[config.mk]
export PLATFORM = sky130hd
export DESIGN_NAME = collision_scanner_flat
export DESIGN_NICKNAME = d
export VERILOG_FILES = /design/src/rtl/collision_pkg.sv /design/src/rtl/collision_scanner_if.sv /design/src/rtl/bcd_counter4.sv /design/src/rtl/collision_scanner.sv /design/src/flat_wrapper.sv
export SDC_FILE = /design/constraint.sdc
export NUM_CORES = 1
export LEC_CHECK = 0
export ABC_AREA = 0
export CAP_MARGIN = 5
export CORE_AREA = 2 2 238 240
export DETAILED_ROUTE_END_ITERATION = 10
export DIE_AREA = 0 0 240 242
export PLACE_DENSITY_LB_ADDON = 0.2
export SYNTH_ARGS = -nofsm -noshare
export SYNTH_HDL_FRONTEND = slang
export SYNTH_HIERARCHICAL = 1
export SYNTH_SLANG_ARGS = --single-unit
[constraint.sdc]
create_clock -name Clk -period 7.4 [get_ports Clk]
set_input_delay 1.48 -clock Clk [delete_from_list [all_inputs] [get_ports Clk]]
set_output_delay 1.48 -clock Clk [all_outputs]
set_load 0.05 [all_outputs]
[src/rtl/collision_pkg.sv]
// Shared types and widths for the sequential enemy/ball collision scanner.
package collision_pkg;

  // Screen coordinate width used by the ball and enemy position buses.
  localparam int COORD_W = 10;

  // Signed difference width: one extra bit so that BallX - circleX never wraps.
  localparam int DIFF_W = COORD_W + 1;

  // Width of the hit_index output bus (enough for up to 127 enemy slots).
  localparam int IDX_OUT_W = 7;

  // Scanner control states.
  typedef enum logic [1:0] {
    IDLE = 2'd0,
    SCAN = 2'd1,
    DONE = 2'd2
  } scan_state_e;

endpackage

[src/rtl/collision_scanner_if.sv]
// Bundle of the frame, ball, enemy and result signals exchanged between
// game_logic/ball (master side) and the collision scanner (slave side).
interface collision_scanner_if #(
  parameter int Enemies = 27
) ();
  import collision_pkg::*;

  logic                              vsync;
  logic                              level_active;
  logic [COORD_W-1:0]                BallX;
  logic [COORD_W-1:0]                BallY;
  logic [Enemies-1:0][COORD_W-1:0]   circleX;
  logic [Enemies-1:0][COORD_W-1:0]   circleY;
  logic [Enemies-1:0]                enable;
  logic                              clear_deaths;
  logic                              respawn;
  logic [IDX_OUT_W-1:0]              hit_index;
  logic [15:0]                       death_bcd;
  logic                              busy;

  modport master (
    output vsync, level_active, BallX, BallY, circleX, circleY, enable, clear_deaths,
    input  respawn, hit_index, death_bcd, busy
  );

  modport slave (
    input  vsync, level_active, BallX, BallY, circleX, circleY, enable, clear_deaths,
    output respawn, hit_index, death_bcd, busy
  );

endinterface

[src/rtl/bcd_counter4.sv]
// Four-digit BCD counter that saturates at 9999, with a synchronous clear
// that wins over a same-cycle increment.
module bcd_counter4 (
  input  logic        clk,
  input  logic        rst_n,
  input  logic        clr,
  input  logic        inc,
  output logic [15:0] count
);

  logic [15:0] count_q;
  logic [15:0] count_d;
  logic        carry;
  logic [3:0]  digit;

  // Ripple increment from the units digit upward; 9999 holds instead of wrapping.
  always_comb begin
    count_d = count_q;
    carry   = 1'b0;
    digit   = 4'd0;
    if (clr) begin
      count_d = 16'h0000;
    end else if (inc && (count_q != 16'h9999)) begin
      carry = 1'b1;
      for (int d = 0; d < 4; d++) begin
        digit = count_q[d*4 +: 4];
        if (carry) begin
          if (digit == 4'd9) begin
            count_d[d*4 +: 4] = 4'd0;
          end else begin
            count_d[d*4 +: 4] = digit + 4'd1;
            carry             = 1'b0;
          end
        end
      end
    end
  end

  // Count register.
  always_ff @(posedge clk or negedge rst_n) begin
    if (!rst_n) begin
      count_q <= 16'h0000;
    end else begin
      count_q <= count_d;
    end
  end

  assign count = count_q;

endmodule

[src/rtl/collision_scanner.sv]
// Sequential enemy/ball overlap checker: once per frame it walks the enemy
// slots one per clock, then raises a frame-wide respawn request and bumps the
// BCD death count when a hit lands outside the post-hit grace window.
module collision_scanner #(
  parameter int Enemies      = 27,
  parameter int HIT_R        = 9,
  parameter int GRACE_FRAMES = 30
) (
  input  logic                Clk,
  input  logic                Reset_n,
  collision_scanner_if.slave  bus
);
  import collision_pkg::*;

  localparam int IDX_W   = (Enemies > 1) ? $clog2(Enemies) : 1;
  localparam int GRACE_W = (GRACE_FRAMES > 0) ? $clog2(GRACE_FRAMES + 1) : 1;
  localparam logic [IDX_W-1:0]   LAST_IDX  = IDX_W'(Enemies - 1);
  localparam logic [DIFF_W-1:0]  HIT_LIM   = DIFF_W'(HIT_R);
  localparam logic [GRACE_W-1:0] GRACE_MAX = GRACE_W'(GRACE_FRAMES);

  scan_state_e          state_q, state_d;
  logic                 vsync_q, vsync_d;
  logic [COORD_W-1:0]   ball_x_q, ball_x_d;
  logic [COORD_W-1:0]   ball_y_q, ball_y_d;
  logic [IDX_W-1:0]     idx_q, idx_d;
  logic                 hit_found_q, hit_found_d;
  logic [IDX_W-1:0]     hit_idx_q, hit_idx_d;
  logic                 respawn_q, respawn_d;
  logic [IDX_OUT_W-1:0] hit_index_q, hit_index_d;
  logic [GRACE_W-1:0]   grace_q, grace_d;
  logic                 inc_deaths;
  logic                 tick;

  logic signed [DIFF_W-1:0] dx, dy;
  logic [DIFF_W-1:0]        adx, ady;
  logic                     slot_hit;
  logic [15:0]              death_bcd_w;

  // Overlap test for the slot under the scan index, done in signed arithmetic
  // so a ball near the screen edge cannot wrap into a false hit.
  always_comb begin
    dx       = $signed({1'b0, ball_x_q}) - $signed({1'b0, bus.circleX[idx_q]});
    dy       = $signed({1'b0, ball_y_q}) - $signed({1'b0, bus.circleY[idx_q]});
    adx      = dx[DIFF_W-1] ? $unsigned(-dx) : $unsigned(dx);
    ady      = dy[DIFF_W-1] ? $unsigned(-dy) : $unsigned(dy);
    slot_hit = bus.enable[idx_q] && (adx <= HIT_LIM) && (ady <= HIT_LIM);
  end

  // Next-state and datapath updates for the IDLE -> SCAN -> DONE frame cycle.
  always_comb begin
    state_d     = state_q;
    vsync_d     = bus.vsync;
    ball_x_d    = ball_x_q;
    ball_y_d    = ball_y_q;
    idx_d       = idx_q;
    hit_found_d = hit_found_q;
    hit_idx_d   = hit_idx_q;
    respawn_d   = respawn_q;
    hit_index_d = hit_index_q;
    grace_d     = grace_q;
    inc_deaths  = 1'b0;
    tick        = bus.vsync & ~vsync_q;

    case (state_q)
      IDLE: begin
        if (tick) begin
          hit_found_d = 1'b0;
          if (bus.level_active) begin
            state_d  = SCAN;
            ball_x_d = bus.BallX;
            ball_y_d = bus.BallY;
            idx_d    = '0;
          end else begin
            state_d = DONE;
          end
        end
      end

      SCAN: begin
        if (slot_hit && !hit_found_q) begin
          hit_found_d = 1'b1;
          hit_idx_d   = idx_q;
        end
        if (idx_q == LAST_IDX) begin
          state_d = DONE;
        end else begin
          idx_d = idx_q + 1'b1;
        end
      end

      DONE: begin
        if (hit_found_q && (grace_q == '0)) begin
          respawn_d   = 1'b1;
          hit_index_d = IDX_OUT_W'(hit_idx_q);
          inc_deaths  = 1'b1;
          grace_d     = GRACE_MAX;
        end else begin
          respawn_d = 1'b0;
          if (grace_q != '0) begin
            grace_d = grace_q - 1'b1;
          end
        end
        state_d = IDLE;
      end

      default: begin
        state_d = IDLE;
      end
    endcase
  end

  // Control state register.
  always_ff @(posedge Clk or negedge Reset_n) begin
    if (!Reset_n) begin
      state_q <= IDLE;
    end else begin
      state_q <= state_d;
    end
  end

  // Scan datapath and output registers.
  always_ff @(posedge Clk or negedge Reset_n) begin
    if (!Reset_n) begin
      vsync_q     <= 1'b0;
      ball_x_q    <= '0;
      ball_y_q    <= '0;
      idx_q       <= '0;
      hit_found_q <= 1'b0;
      hit_idx_q   <= '0;
      respawn_q   <= 1'b0;
      hit_index_q <= '0;
      grace_q     <= '0;
    end else begin
      vsync_q     <= vsync_d;
      ball_x_q    <= ball_x_d;
      ball_y_q    <= ball_y_d;
      idx_q       <= idx_d;
      hit_found_q <= hit_found_d;
      hit_idx_q   <= hit_idx_d;
      respawn_q   <= respawn_d;
      hit_index_q <= hit_index_d;
      grace_q     <= grace_d;
    end
  end

  bcd_counter4 u_deaths (
    .clk   (Clk),
    .rst_n (Reset_n),
    .clr   (bus.clear_deaths),
    .inc   (inc_deaths),
    .count (death_bcd_w)
  );

  assign bus.respawn   = respawn_q;
  assign bus.hit_index = hit_index_q;
  assign bus.death_bcd = death_bcd_w;
  assign bus.busy      = (state_q != IDLE);

endmodule

[src/flat_wrapper.sv]
// flat-port wrapper written by rule: the top's interface ports become plain ports
module collision_scanner_flat import collision_pkg::*;
#(
  parameter int Enemies      = 27,
  parameter int HIT_R        = 9,
  parameter int GRACE_FRAMES = 30
)
  (Clk, Reset_n, bus_vsync, bus_level_active, bus_BallX, bus_BallY, bus_circleX, bus_circleY, bus_enable, bus_clear_deaths, bus_respawn, bus_hit_index, bus_death_bcd, bus_busy);
  collision_scanner_if #(.Enemies(Enemies)) bus_i ();
  input  logic Clk;
  input  logic Reset_n;
  input wire logic [$bits(bus_i.vsync)-1:0] bus_vsync;
  input wire logic [$bits(bus_i.level_active)-1:0] bus_level_active;
  input wire logic [$bits(bus_i.BallX)-1:0] bus_BallX;
  input wire logic [$bits(bus_i.BallY)-1:0] bus_BallY;
  input wire logic [$bits(bus_i.circleX)-1:0] bus_circleX;
  input wire logic [$bits(bus_i.circleY)-1:0] bus_circleY;
  input wire logic [$bits(bus_i.enable)-1:0] bus_enable;
  input wire logic [$bits(bus_i.clear_deaths)-1:0] bus_clear_deaths;
  output wire logic [$bits(bus_i.respawn)-1:0] bus_respawn;
  output wire logic [$bits(bus_i.hit_index)-1:0] bus_hit_index;
  output wire logic [$bits(bus_i.death_bcd)-1:0] bus_death_bcd;
  output wire logic [$bits(bus_i.busy)-1:0] bus_busy;
  assign bus_i.vsync = bus_vsync;
  assign bus_i.level_active = bus_level_active;
  assign bus_i.BallX = bus_BallX;
  assign bus_i.BallY = bus_BallY;
  assign bus_i.circleX = bus_circleX;
  assign bus_i.circleY = bus_circleY;
  assign bus_i.enable = bus_enable;
  assign bus_i.clear_deaths = bus_clear_deaths;
  assign bus_respawn = bus_i.respawn;
  assign bus_hit_index = bus_i.hit_index;
  assign bus_death_bcd = bus_i.death_bcd;
  assign bus_busy = bus_i.busy;
  collision_scanner #(.Enemies(Enemies), .HIT_R(HIT_R), .GRACE_FRAMES(GRACE_FRAMES)) u_core (.Clk(Clk), .Reset_n(Reset_n), .bus(bus_i));
endmodule
## After elaboration in Yosys (flattened, before gate mapping)

Index checks and enable logic that the tools add are counted.

| operators by class | value |
|---|---|
| bitwise operators | 2 |
| add/sub/neg operators | 10 |
| mux-type cells | 43 |
| equal/unequal tests | 13 |
| reductions and logical operators | 26 |
| magnitude comparators | 3 |

Operators by type and width:

| operator | number |
|---|---|
| $bmux 10 s5 | 2 |
| $mux 16 | 2 |
| $mux 4 | 7 |
| $mux 5 | 5 |
| $le 11x4->1 const B | 2 |
| $mux 11 | 2 |
| $neg 11->11 | 2 |
| $sub 10x10->11 | 2 |
| $mux 10 | 2 |
| $add 4x1->4 const B | 4 |
| $eq 4x4->1 const B | 4 |
| $mux 1 | 16 |
| $ne 16x16->1 const B | 1 |
| $reduce_and 2->1 | 7 |
| $reduce_bool 2->1 | 7 |
| $pmux 5 s2 | 1 |
| $lt 5x6->1 const B | 1 |
| $mux 2 | 3 |
| $ne 2x1->1 const B | 3 |
| $reduce_and 3->1 | 2 |
| $add 5x1->5 const B | 1 |
| $bmux 1 s5 | 1 |
| $eq 5x5->1 const B | 1 |
| $logic_and 1x1->1 | 5 |
| 13 further kinds | 14 |

| storage, ports and cells | value |
|---|---|
| bits in registers | 61 |
| output and inout port bits | 25 |
| input port bits | 592 |

## Longest topological paths before layout

Gate-level depths: netlist (run 1).

| logic depth | value |
|---|---|
| depth after elaboration | 16 |
| mapped depth | 21 |
| depth with buffers taken out | 17 |

## By module

The synthesis (run 1) kept the hierarchy.

Modules (own cells, without submodules):

| module | cells an instance | area each (sq um) | seq. area each (sq um) | times used |
|---|---|---|---|---|
| collision_scanner | 728 | 7632.3 | 1126.1 | 1 |
| bcd_counter4 | 104 | 985.9 | 400.4 | 1 |

## Least setup slack after synthesis (run 1)

OpenSTA, ideal clock, no wires.

| path | value |
|---|---|
| path kind | flip-flop to flip-flop |
| from | register u_core.idx_q[0] |
| to | register u_core.hit_idx_q[0] |
| arrival time | 5505 ps |
| required time | 7275 ps |
| setup slack | 1770 ps |
| path buffers | 3 |
| clock period less this slack | 5630 ps |
| setup time | 125 ps |
| cell stages (with the launch flop) | 19 |
| path through | dfrtp_1 > buf_2 > clkbuf_1 > buf_1 > mux4_2 > mux4_2 > nor2_1 > a21oi_1 > ha_1 > fa_1 > nor2b_1 > o22a_1 > xor2_1 > or3_1 > or3_1 > a21oi_1 > o2111ai_1 > a2111oi_4 > mux2_2 |

| between the ends | value |
|---|---|
| word-level cells in the longest chain between the ends | 10 |
| elaborated cells between the ends (all ways) | 18 |
| those cells by class | add/sub: 4; order compare: 2; mux: 8; reduce/logical: 4 |

Ends and longest elaborated chain:

| item | line | source |
|---|---|---|
| start, declared | collision_scanner.sv:25 | `logic [IDX_W-1:0] idx_q, idx_d;` |
| start signal, assigned | collision_scanner.sv:137 | `idx_q <= idx_d;` |
| $bmux 10 s5 | collision_scanner.sv:42 | `dx = $signed({1'b0, ball_x_q}) - $signed({1'b0, bus.circleX[idx_q]});` |
| $mux 10 (not written as such) | collision_scanner.sv:42 |  |
| $sub 10x10->11 | collision_scanner.sv:42 |  |
| $neg 11->11 | collision_scanner.sv:44 | `adx = dx[DIFF_W-1] ? $unsigned(-dx) : $unsigned(dx);` |
| $mux 11 | collision_scanner.sv:44 |  |
| $le 11x4->1 | collision_scanner.sv:46 | `slot_hit = bus.enable[idx_q] && (adx <= HIT_LIM) && (ady <= HIT_LIM);` |
| $logic_and 1x1->1 (2 in a row) | collision_scanner.sv:46 |  |
| $logic_and 1x1->1 | collision_scanner.sv:80 | `if (slot_hit && !hit_found_q) begin` |
| $reduce_and 2->1 (no line) | n/a |  |
| end signal, assigned | collision_scanner.sv:139 | `hit_idx_q <= hit_idx_d;` |
| end, declared | collision_scanner.sv:27 | `logic [IDX_W-1:0] hit_idx_q, hit_idx_d;` |

Several ways; a longest one is shown, not always the timed one. The select of a mux whose other input is x is not followed.
A chain may end at the register's enable or synchronous reset.

## Final worst setup path (run 1)

| path | value |
|---|---|
| from | input bus_circleY[110] |
| to | register u_core.hit_idx_q[1] |

| between the ends | value |
|---|---|
| word-level cells in the longest chain between the ends | 9 |

Ends and longest elaborated chain:

| item | line | source |
|---|---|---|
| start, declared | flat_wrapper.sv:17 | `input wire logic [$bits(bus_i.circleY)-1:0] bus_circleY;` |
| $bmux 10 s5 (*) | collision_scanner.sv:43 | `dy = $signed({1'b0, ball_y_q}) - $signed({1'b0, bus.circleY[idx_q]});` |
| $mux 10 (not written as such) (*) | collision_scanner.sv:43 |  |
| $sub 10x10->11 (*) | collision_scanner.sv:43 |  |
| $neg 11->11 | collision_scanner.sv:45 | `ady = dy[DIFF_W-1] ? $unsigned(-dy) : $unsigned(dy);` |
| $mux 11 (*) | collision_scanner.sv:45 |  |
| $le 11x4->1 (*) | collision_scanner.sv:46 |  |
| $logic_and 1x1->1 (*) | collision_scanner.sv:46 |  |
| $logic_and 1x1->1 (*) | collision_scanner.sv:80 |  |
| $reduce_and 2->1 (no line) (*) | n/a |  |

Every way passes the cells marked *; elsewhere a longest branch is shown, timed or not. The select of a mux whose other input is x is not followed.

==> reports/results.ini, run 1 <==
[synth]
synth_area_um2=8620
synth_top_family_by_area=multiplexers
synth-adder-area-share_pct=4.97
seq_area_frac_synth_pct=17.7
avgSynthCellArea_um2=10.4
synthFlopType=dfrtp_1
synth_edf_count=0
synth_xor_area_share_pct=2.12
yosysWarnings=6
synthArstFlopShare_pct=100
ys_types=73
postSynthCellCount=832
synth-simple-area-share_pct=14.3
synth_mux_area_share_pct=42.2
synth-seq-cells=61
synth-compound-area-share_pct=14.4

[cts]
cts_max_path_buffers=2
hold_buffers=0
ctsRootBufferMaster=clkbuf_16
numCtsBuffers=9
ctsResizeCount=0
cts_tree=yes
h-tree-depth=3
worstSkewPairLatency_ns=0.32
path_clk_slew_ns=0.06
cts_setup_buffers=0
cts.sinks=61

[setup_path]
rrSetupSlack_ns=1.32
criticalPathCategory=in -> reg
crit_chain=clkdlybuf4s50_1 -> mux4_2 -> mux4_2 -> nor2_1 -> a21oi_1 -> ha_1 -> fa_1 -> nor2b_1 -> o22a_1 -> xor2_1 -> a2111oi_0 -> mux2i_1 -> nor4_1 -> o2111ai_1 -> a2111oi_4 -> mux2_2
worst_ep_required_time_ns=7.61
start_kind=input pin
worstPathMaxFanout=6
cpMostUsedCell=mux4_2
critPathCaptureType=flop
crit_arrival_ns=6.49
slowest_delay_ns=0.60
cpMaxStageDelayCell=a2111oi_4

[cells_and_area]
stdcell_area_um2=15900
nNetsFinal=2031
area_delta_synth_final_pct=84.6
drive_above_1_share_pct=14.6
nFillCells=5934
fin_cells=2169

[timing]
fin_worst_skew_ns=0.00822
relSlewSlack_pct=27.5
period_minus_slack_ns=6.28
whs_ns=0.465
worstMarginPinSlew_ns=1.09
rsz0062_at_grt=no
final.setup.tns_ns=0
setup_viol=0
fin_crit_sh_pct=84.8
clock.fmax_mhz=159
drv_slew=0
hold_violations=0

[global_route]
grt_pass1_wl_um=74100
antenna_found_initial=11
grt_max_degree=75
grt_pass1_vias=10300
grt_overflow_total=0
grt.total_usage_pct=17.7

[floorplanning]
row_count=87
start_util_pct=15.5
ioPinCount=617
coreArea_um2=55700
dieArea_um2=58100
die_x_um=240
die_h_um=242

[power_and_ir_drop]
p_per_area_nw_per_um2=341
p_leak_nw=5.69
ir_worst_vdd_mv=0.253

[drt]
routed_via_density=4.42
antenna_left=0
dr.first_iter.drc_count=503
first_pass_iters=4
routedWlPerCell_um=24.2
drc=0
routed_wl_um=52600
vias=9597

[place]
dp.cells=2151
place.gp.congestion=0.899
place_area_um2=15600
place_hpwl_um=45700
port-buffer-count=614

[run]
drv_cap=0

[status]
status=finished, final reports clean

[hold_path]
hp-class=reg -> reg

==> path summary, 6_finish.rpt <==
check | from | end | cells past startpoint
max in group asynchronous | Reset_n | u_core/idx_q[2] | 2
min in group asynchronous | Reset_n | u_core/u_deaths/count[6] | 2
hold reg to reg | u_core/hit_idx_q[2] | u_core/bus.hit_index[2] | 2
setup reg to reg | u_core/idx_q[0] | u_core/hit_idx_q[1] | 14
setup / recovery | bus_circleY[110] | u_core/hit_idx_q[1] | 16
hold / removal | u_core/hit_idx_q[2] | u_core/bus.hit_index[2] | 2
==> kinds of logic (layout without fill, tap and decap cells) <==
group / count (synthesis) / after routing
xor gates and xnor gates: 20 / 20
muxes: 179 / 179
AOI/OAI and AO/OA: 188 / 188
and+or+nand+nor: 259 / 259
buffers and inverters: 91 / 669
DFF: 61 / 61
adders and majority gates: 33 / 33
other: 1 / 4
==> stage by stage <==
stage	power [mW]	setup WS [ns]	utilization (%)
final	5.43	1.12	28.6
after detailed placement	5.05	0.867	28.0
after global routing	5.93	0.874	28.5
after global placement	5.06	0.851	28.0
after floorplan	3.67	1.77	-
after CTS	5.50	1.20	28.5
==> worst max-delay path, delay by kind of cell <==
family,cells,cell delay (ns)
adders and majority gates,2,0.72
xor gates and xnor gates,1,0.09
muxes,4,1.53
AOI/OAI and AO/OA,5,1.54
and+or+nand+nor,3,0.64
buffers and inverters,1,0.48
==> layout make-up <==
class,instances,area (µm²),area share (%)
multi-input combinational,681,6740,42.4
timing repair buffer,629,6290,39.5
sequential,61,1540,9.69
tap,756,946,5.94
clock buffer,9,225,1.42
inverter,24,90.1,0.566
clock inverter,7,72.6,0.456
antenna,2,5.00,0.0315
==> power by group <==
group / internal (mW) / switching [mW] / total (mW)
Clock: 0.262 / 0.161 / 0.422
Combinational: 2.09 / 2.25 / 4.34
Sequential: 0.423 / 0.244 / 0.667
==> cells in the final DEF, fill, tap and decap left out, types with 3 or more instances in the layout <==
cell type,count
a211oi_1,5
a21o_1,8
a21oi_1,35
a31oi_1,5
buf_12,3
buf_4,12
clkbuf_16,9
clkdlybuf4s50_1,613
dfrtp_1,56
dfrtp_4,4
ha_1,31
inv_1,24
mux2_2,4
mux2i_1,27
mux4_2,147
nand2_1,132
nand2b_1,5
nand3_1,14
nand3b_1,8
nand4_1,9
nor2_1,36
nor2b_1,8
nor3_1,9
nor4_1,4
o2111ai_1,3
o211ai_1,37
o21ai_0,60
o21bai_1,4
o311ai_0,3
o31ai_1,3
or2_2,6
or3_1,6
xnor2_1,10
xor2_1,9
==> sequential cells by signal, indices dropped and copies added, names as in the netlist <==
register / cells
u_core/ball_x_q: 10
u_core/bus.hit_index: 5
u_core/hit_idx_q: 5
u_core/ball_y_q: 10
u_core/state_q: 2
u_core/vsync_q: 1
u_core/u_deaths/count: 16
u_core/bus.respawn: 1
u_core/grace_q: 5
u_core/idx_q: 5
u_core/hit_found_q: 1
==> Yosys cell counts, types with 10 or more instances <==
master | count | share of area, %
clkbuf_1 | 39 | 1.7
inv_1 | 24 | 1.0
o211ai_1 | 37 | 3.2
xnor2_1 | 10 | 1.0
nand2_1 | 132 | 5.7
buf_1 | 17 | 0.74
dfrtp_1 | 61 | 18
a21oi_1 | 35 | 2.0
mux2i_1 | 27 | 3.1
ha_1 | 31 | 4.5
nand3_1 | 14 | 0.81
o21ai_0 | 60 | 3.5
nor2_1 | 37 | 1.6
mux4_2 | 147 | 38
==> metal layers <==
metal / wire length (µm) / up-vias / GRT usage, %
li1: - / 4457 / -
met1: 21600 / 4749 / 21.9
met2: 27400 / 350 / 32.3
met3: 3030 / 35 / 3.52
met4: 472 / 6 / 1.70
met5: 41 / - / 0
No activity file was read; power rests on OpenSTA's default activity.
==> run 2: changes to the inputs <==
- CORE_AREA: 2 2 238 240 -> 2 2 241 243
- DIE_AREA: 0 0 240 242 -> 0 0 243 245
- clock period: 7.4 -> 5.63 ns (I/O delays scaled with it)
==> reports/results.ini, run 2 (synthesized netlist as in run 1, its figures left out) <==
[place]
dp.cells=2223  ; was 2151
place_hpwl_um=45900  ; was 45700 µm
port-buffer-count=614  ; unchanged
place.gp.congestion=0.907  ; was 0.899

[global_route]
grt_overflow_total=0  ; unchanged
antenna_found_initial=13  ; was 11
grt_pass1_wl_um=74000  ; was 74100 µm
grt_max_degree=62  ; was 75
grt.total_usage_pct=17.0  ; was 17.7%
grt_pass1_vias=10600  ; was 10300

[cells_and_area]
layout_commonest_cell=clkdlybuf4s50_1  ; unchanged
final_cell_mix=clkdlybuf4s50_1 (613), mux4_2 (147), nand2_1 (132)  ; unchanged
drive_above_1_share_pct=19.0  ; was 14.6%
nNetsFinal=2096  ; was 2031
largest_register_ff_count=16  ; unchanged
fin_cells=2245  ; was 2169
area_delta_synth_final_pct=91.9  ; was 84.6%

[cts]
path_clk_slew_ns=0.06  ; about the same
cts_max_path_buffers=2  ; unchanged
hold_buffers=0  ; unchanged
worstSkewPairLatency_ns=0.33  ; was 0.32 ns
h-tree-depth=3  ; unchanged
cts.sinks=61  ; unchanged
cts_tree=yes  ; unchanged
numCtsBuffers=9  ; unchanged
ctsRootBufferMaster=clkbuf_16  ; unchanged

[timing]
relSlewSlack_pct=32.4  ; was 27.5%
setup_viol=0  ; unchanged
clock.fmax_mhz=182
period_minus_slack_ns=5.48
drv_slew=0  ; unchanged
worstMarginPinSlew_ns=1.01  ; was 1.09 ns
hold_violations=0  ; unchanged
fin_worst_skew_ns=0.0104  ; was 0.00822 ns
fin_crit_sh_pct=97.4
final.setup.tns_ns=0  ; unchanged

[floorplanning]
die_h_um=245  ; was 242 µm
die_x_um=243  ; was 240 µm
dieArea_um2=59500  ; was 58100 µm²
row_count=88  ; was 87
start_util_pct=15.1  ; was 15.5%
coreArea_um2=57000  ; was 55700 µm²
ioPinCount=617  ; unchanged

[hold_path]
hp-start=u_core/hit_idx_q[1]  ; was u_core/hit_idx_q[2]
hp-class=reg -> reg  ; unchanged
min_path_cells=2  ; unchanged
whs_endpoint=u_core/bus.hit_index[1]  ; was u_core/bus.hit_index[2]

[power_and_ir_drop]
swShare_pct=46.2  ; was 48.9%
pwr-share-clk_pct=6.3  ; was 7.8%
p_int_mw=4.40  ; was 2.77 mW
seq_power_share_pct=9.3  ; was 12.3%
comb_power_share_pct=84.3  ; was 80.0%
ir_worst_vdd_mv=0.278  ; was 0.253 mV
p_per_area_nw_per_um2=495  ; was 341 nW/µm²
p_leak_nw=6.04  ; was 5.69 nW
power_switching_mw=3.78  ; was 2.66 mW

[setup_path]
start_kind=input pin  ; unchanged
slowest_delay_ns=0.51  ; was 0.60 ns
ff2ff_path_depth=16  ; was 14
reg2reg_from=u_core/idx_q[0]  ; unchanged
critPathCaptureType=flop  ; unchanged
crit_chain=clkdlybuf4s50_1 -> mux4_2 -> mux4_2 -> nor2_1 -> a21oi_1 -> ha_2 -> fa_1 -> buf_4 -> xor2_2 -> nand3_1 -> a21oi_1 -> or3_1 -> a31o_2 -> a311oi_2 -> o2111ai_2 -> a2111oi_4 -> buf_6 -> mux2_2  ; was clkdlybuf4s50_1 -> mux4_2 -> mux4_2 -> nor2_1 -> a21oi_1 -> ha_1 -> fa_1 -> nor2b_1 -> o22a_1 -> xor2_1 -> a2111oi_0 -> mux2i_1 -> nor4_1 -> o2111ai_1 -> a2111oi_4 -> mux2_2
crit_arrival_ns=5.70  ; was 6.49 ns
rrSetupSlack_ns=0.50  ; was 1.32 ns
criticalPathCategory=in -> reg  ; unchanged
cpMaxStageDelayCell=mux4_2  ; was a2111oi_4
crit_buf_inv=3  ; was 1
worstPathMaxFanout=6  ; unchanged
worst_ep_required_time_ns=5.85  ; was 7.61 ns
crit_family=multiplexers  ; was compound AO/OA/AOI/OAI gates
reg2reg_to=u_core/hit_idx_q[1]  ; unchanged

[drt]
vias=9786  ; was 9597
dr.first_iter.drc_count=494  ; was 503
routedWlPerCell_um=23.5  ; was 24.2 µm
routed_wl_um=52700  ; was 52600 µm
first_pass_iters=5  ; was 4
antenna_left=0  ; unchanged
routed_via_density=4.36  ; was 4.42
drc=0  ; unchanged

[run]
drv_cap=0  ; unchanged

[status]
status=finished, final reports clean  ; unchanged

[run 2: cell count changes in the layout (fill, tap and decap cells not counted), sizes merged]
| cell | change |
|---|---|
| clkinvlp | -1 |
| bufinv | -1 |
| clkinv | +2 |
| buf | +65 |
| diode | +2 |
[run 2: repair_timing]
| action | in CTS | in global routing |
|---|---|---|
| endpoints found under the hold margin | 0 | 0 |
| pin swaps | 1 | 6 |
| gates resized for setup | 6 | 11 |
| setup buffers | 0 | 2 |
| setup endpoints to repair | 5 | 5 |
[run 2: worst max-delay path by stage]
stage / start / endpoint / slack, ns / cells past startpoint
after global routing: bus_circleX[140] / u_core/hit_idx_q[0] / -0.02 / 17
after global placement: bus_circleY[110] / u_core/hit_idx_q[3] / -0.42 / 17
after detailed placement: bus_circleY[150] / u_core/hit_idx_q[1] / -0.42 / 17
after CTS: bus_circleY[163] / u_core/hit_idx_q[1] / 0.0003 / 17
after floorplan: u_core/idx_q[0] / u_core/hit_idx_q[0] / 0.0004 / 18
final: bus_circleY[110] / u_core/hit_idx_q[1] / 0.15 / 18
[run 2: area by class of cell]
cell class              count  area (µm²)
flip-flops and latches     61        1540
fillers                  6056       40500
multi-input cells         681        6800
clock inverters             7        48.8
well taps                 765         957
clock buffers               9         225
diodes                      4        10.0
inverters                  24        90.1
repair buffers            694        6860
[run 2: per-stage QoR]
step | util (%) | cell area, µm² | setup WS [ns] | hold slack [ns] | power (mW)
floorplan | - | 8620 | 0.000439 | 0.432 | 4.82
detailed placement | 28.4 | 16200 | -0.423 | 0.469 | 7.57
global placement | 28.4 | 16200 | -0.423 | 0.466 | 7.59
finish | 29.0 | 16500 | 0.146 | 0.471 | 8.18
CTS | 28.9 | 16500 | 0.000323 | 0.482 | 8.19
global route | 29.0 | 16500 | -0.0240 | 0.499 | 8.93
[run 2: power by group through the flow]
stage	Combinational (mW)	Sequential (mW)	Clock (mW)
after floorplan	4.21	0.612	0
after global placement	6.80	0.796	0
after detailed placement	6.78	0.788	0
after CTS	6.88	0.786	0.530
after global routing	7.58	0.792	0.553
final	6.90	0.765	0.519
[run 2: metal layers]
metal	track usage, %	share of wire, %	vias to the layer above
met5	0	0.068	-
met4	2.51	1.1	6
met3	2.65	4.8	34
met2	31.5	52	347
met1	21.1	42	4821
li1	-	-	4578
[run 2: worst min-delay path, delay by kind of cell (launching register included)]
family / cells / cell delay [ns]
AND/OR/NAND/NOR: 2 / 0.10
flip-flops: 1 / 0.34
==> RTL change: new RTL, config.mk and constraints of run 1 <==
The package constant `IDX_OUT_W` goes from 7 to 9.
--- a/src/rtl/collision_pkg.sv
+++ b/src/rtl/collision_pkg.sv
@@ -8,7 +8,7 @@
   localparam int DIFF_W = COORD_W + 1;
 
   // Width of the hit_index output bus (enough for up to 127 enemy slots).
-  localparam int IDX_OUT_W = 7;
+  localparam int IDX_OUT_W = 9;
 
   // Scanner control states.
   typedef enum logic [1:0] {
Interface: changed (resized bus_hit_index); port bits go from 617 to 619. The function was not compared with the original's and may differ.
==> RTL change against run 1 <==
Power grew 2.0%; first-iteration DRC count shrank 0.99%; sequential cell count is the same; synthesized area grew 0.17%; design area grew 0.91%; fmax shrank 1.4%; worst setup slack lost 0.090 ns; via count grew 1.4%; count of clock-buffer cells in the layout grew 1; combinational power grew 1%; wire length grew 1.3%; critical path type unchanged; critical endpoint is now u_core/hit_idx_q[4].
==> RTL change: results <==
routing:
  via_per_inst: 4.43
  drtIter0Drc: 498
  m1WireLength_mm: 21.8
  drt_pass1_iterations: 6
  wirelength_mm: 53.2
  route.met2.wl_mm: 27.2
synth:
  yosysSeqAreaShare: 0.177
  synth_compound_area_frac: 0.144
  yosys-top-cells-area: "mux4_2 38%, dfrtp_1 18%, nand2_1 5.7%"
  synth_fa_ha_area_frac: 0.0496
finish:
  multi_input_gates: 683
  nClkBuffers: 10
  layout.nonclk_buf_frac: 0.395
  diodes: 18
  seq_cells: 61
  fin_nets: 2042
  nFillCells: 5916
  n_all_buffers: 638
  drive_above_1_share: 0.150
grt:
  grt_use_met2: 0.319
  grt_usage: 0.179
  antenna_found_initial: 23
  grt_use_met1: 0.217
placement:
  place_ws_ns: 0.722
  dp_hpwl_mm: 46.2
  dpl_cell_area_mm2: 0.0157
status:
  status: "completed"
clock_network:
  clk_latency_ns: 0.34
setup_path:
  arrival_ns: 6.59
sta:
  worst_pin_slew_ns: 1.01
  finalClockSkew_ns: 0.00643
pwr:
  vdd_ir_drop_max_v: 0.000223
  cellLeakagePower_nw: 5.76
-- RTL change: critical path, delay by kind of cell --
| kind | cells | cell delay [ns] |
|---|---|---|
| AOI/OAI and AO/OA | 7 | 2.61 |
| adders and majority gates | 1 | 0.35 |
| buffers and inverters | 1 | 0.45 |
| muxes | 3 | 1.41 |
| and+or+nand+nor | 2 | 0.30 |
-- RTL change: kinds of logic (layout without fill, tap and decap cells) --
family,after synthesis,in the layout
simple gates,259,259
compound gates,188,188
mux,179,179
buf+inv,93,678
flops,61,61
fa+ha+maj,33,33
xor+xnor,20,20
other cells,1,22
-- RTL change: through the flow --
stage | total power [mW] | instances | hold slack, ns
after floorplan | 3.67 | 837 | 0.432
after global placement | 5.09 | 2162 | 0.466
after detailed placement | 5.09 | 2162 | 0.467
after CTS | 5.62 | 2178 | 0.482
after global routing | 6.08 | 2187 | 0.499
final | 5.54 | 2196 | 0.475
-- RTL change: worst max-delay path by stage --
| stage | cells past startpoint | startpoint | to |
|---|---|---|---|
| after CTS | 15 | u_core/idx_q[0] | u_core/hit_idx_q[4] |
| after detailed placement | 14 | bus_circleX[12] | u_core/hit_idx_q[4] |
| after global routing | 15 | u_core/idx_q[0] | u_core/hit_idx_q[1] |
| final | 14 | bus_circleX[12] | u_core/hit_idx_q[4] |
| after global placement | 14 | bus_circleX[12] | u_core/hit_idx_q[4] |
| after floorplan | 18 | u_core/idx_q[0] | u_core/hit_idx_q[0] |
-- RTL change: power breakdown --
part | internal, mW | total, mW | switching, mW | leakage (nW)
Sequential | 0.423 | 0.650 | 0.226 | 0.799
Combinational | 2.10 | 4.40 | 2.30 | 4.80
Clock | 0.329 | 0.490 | 0.161 | 0.163
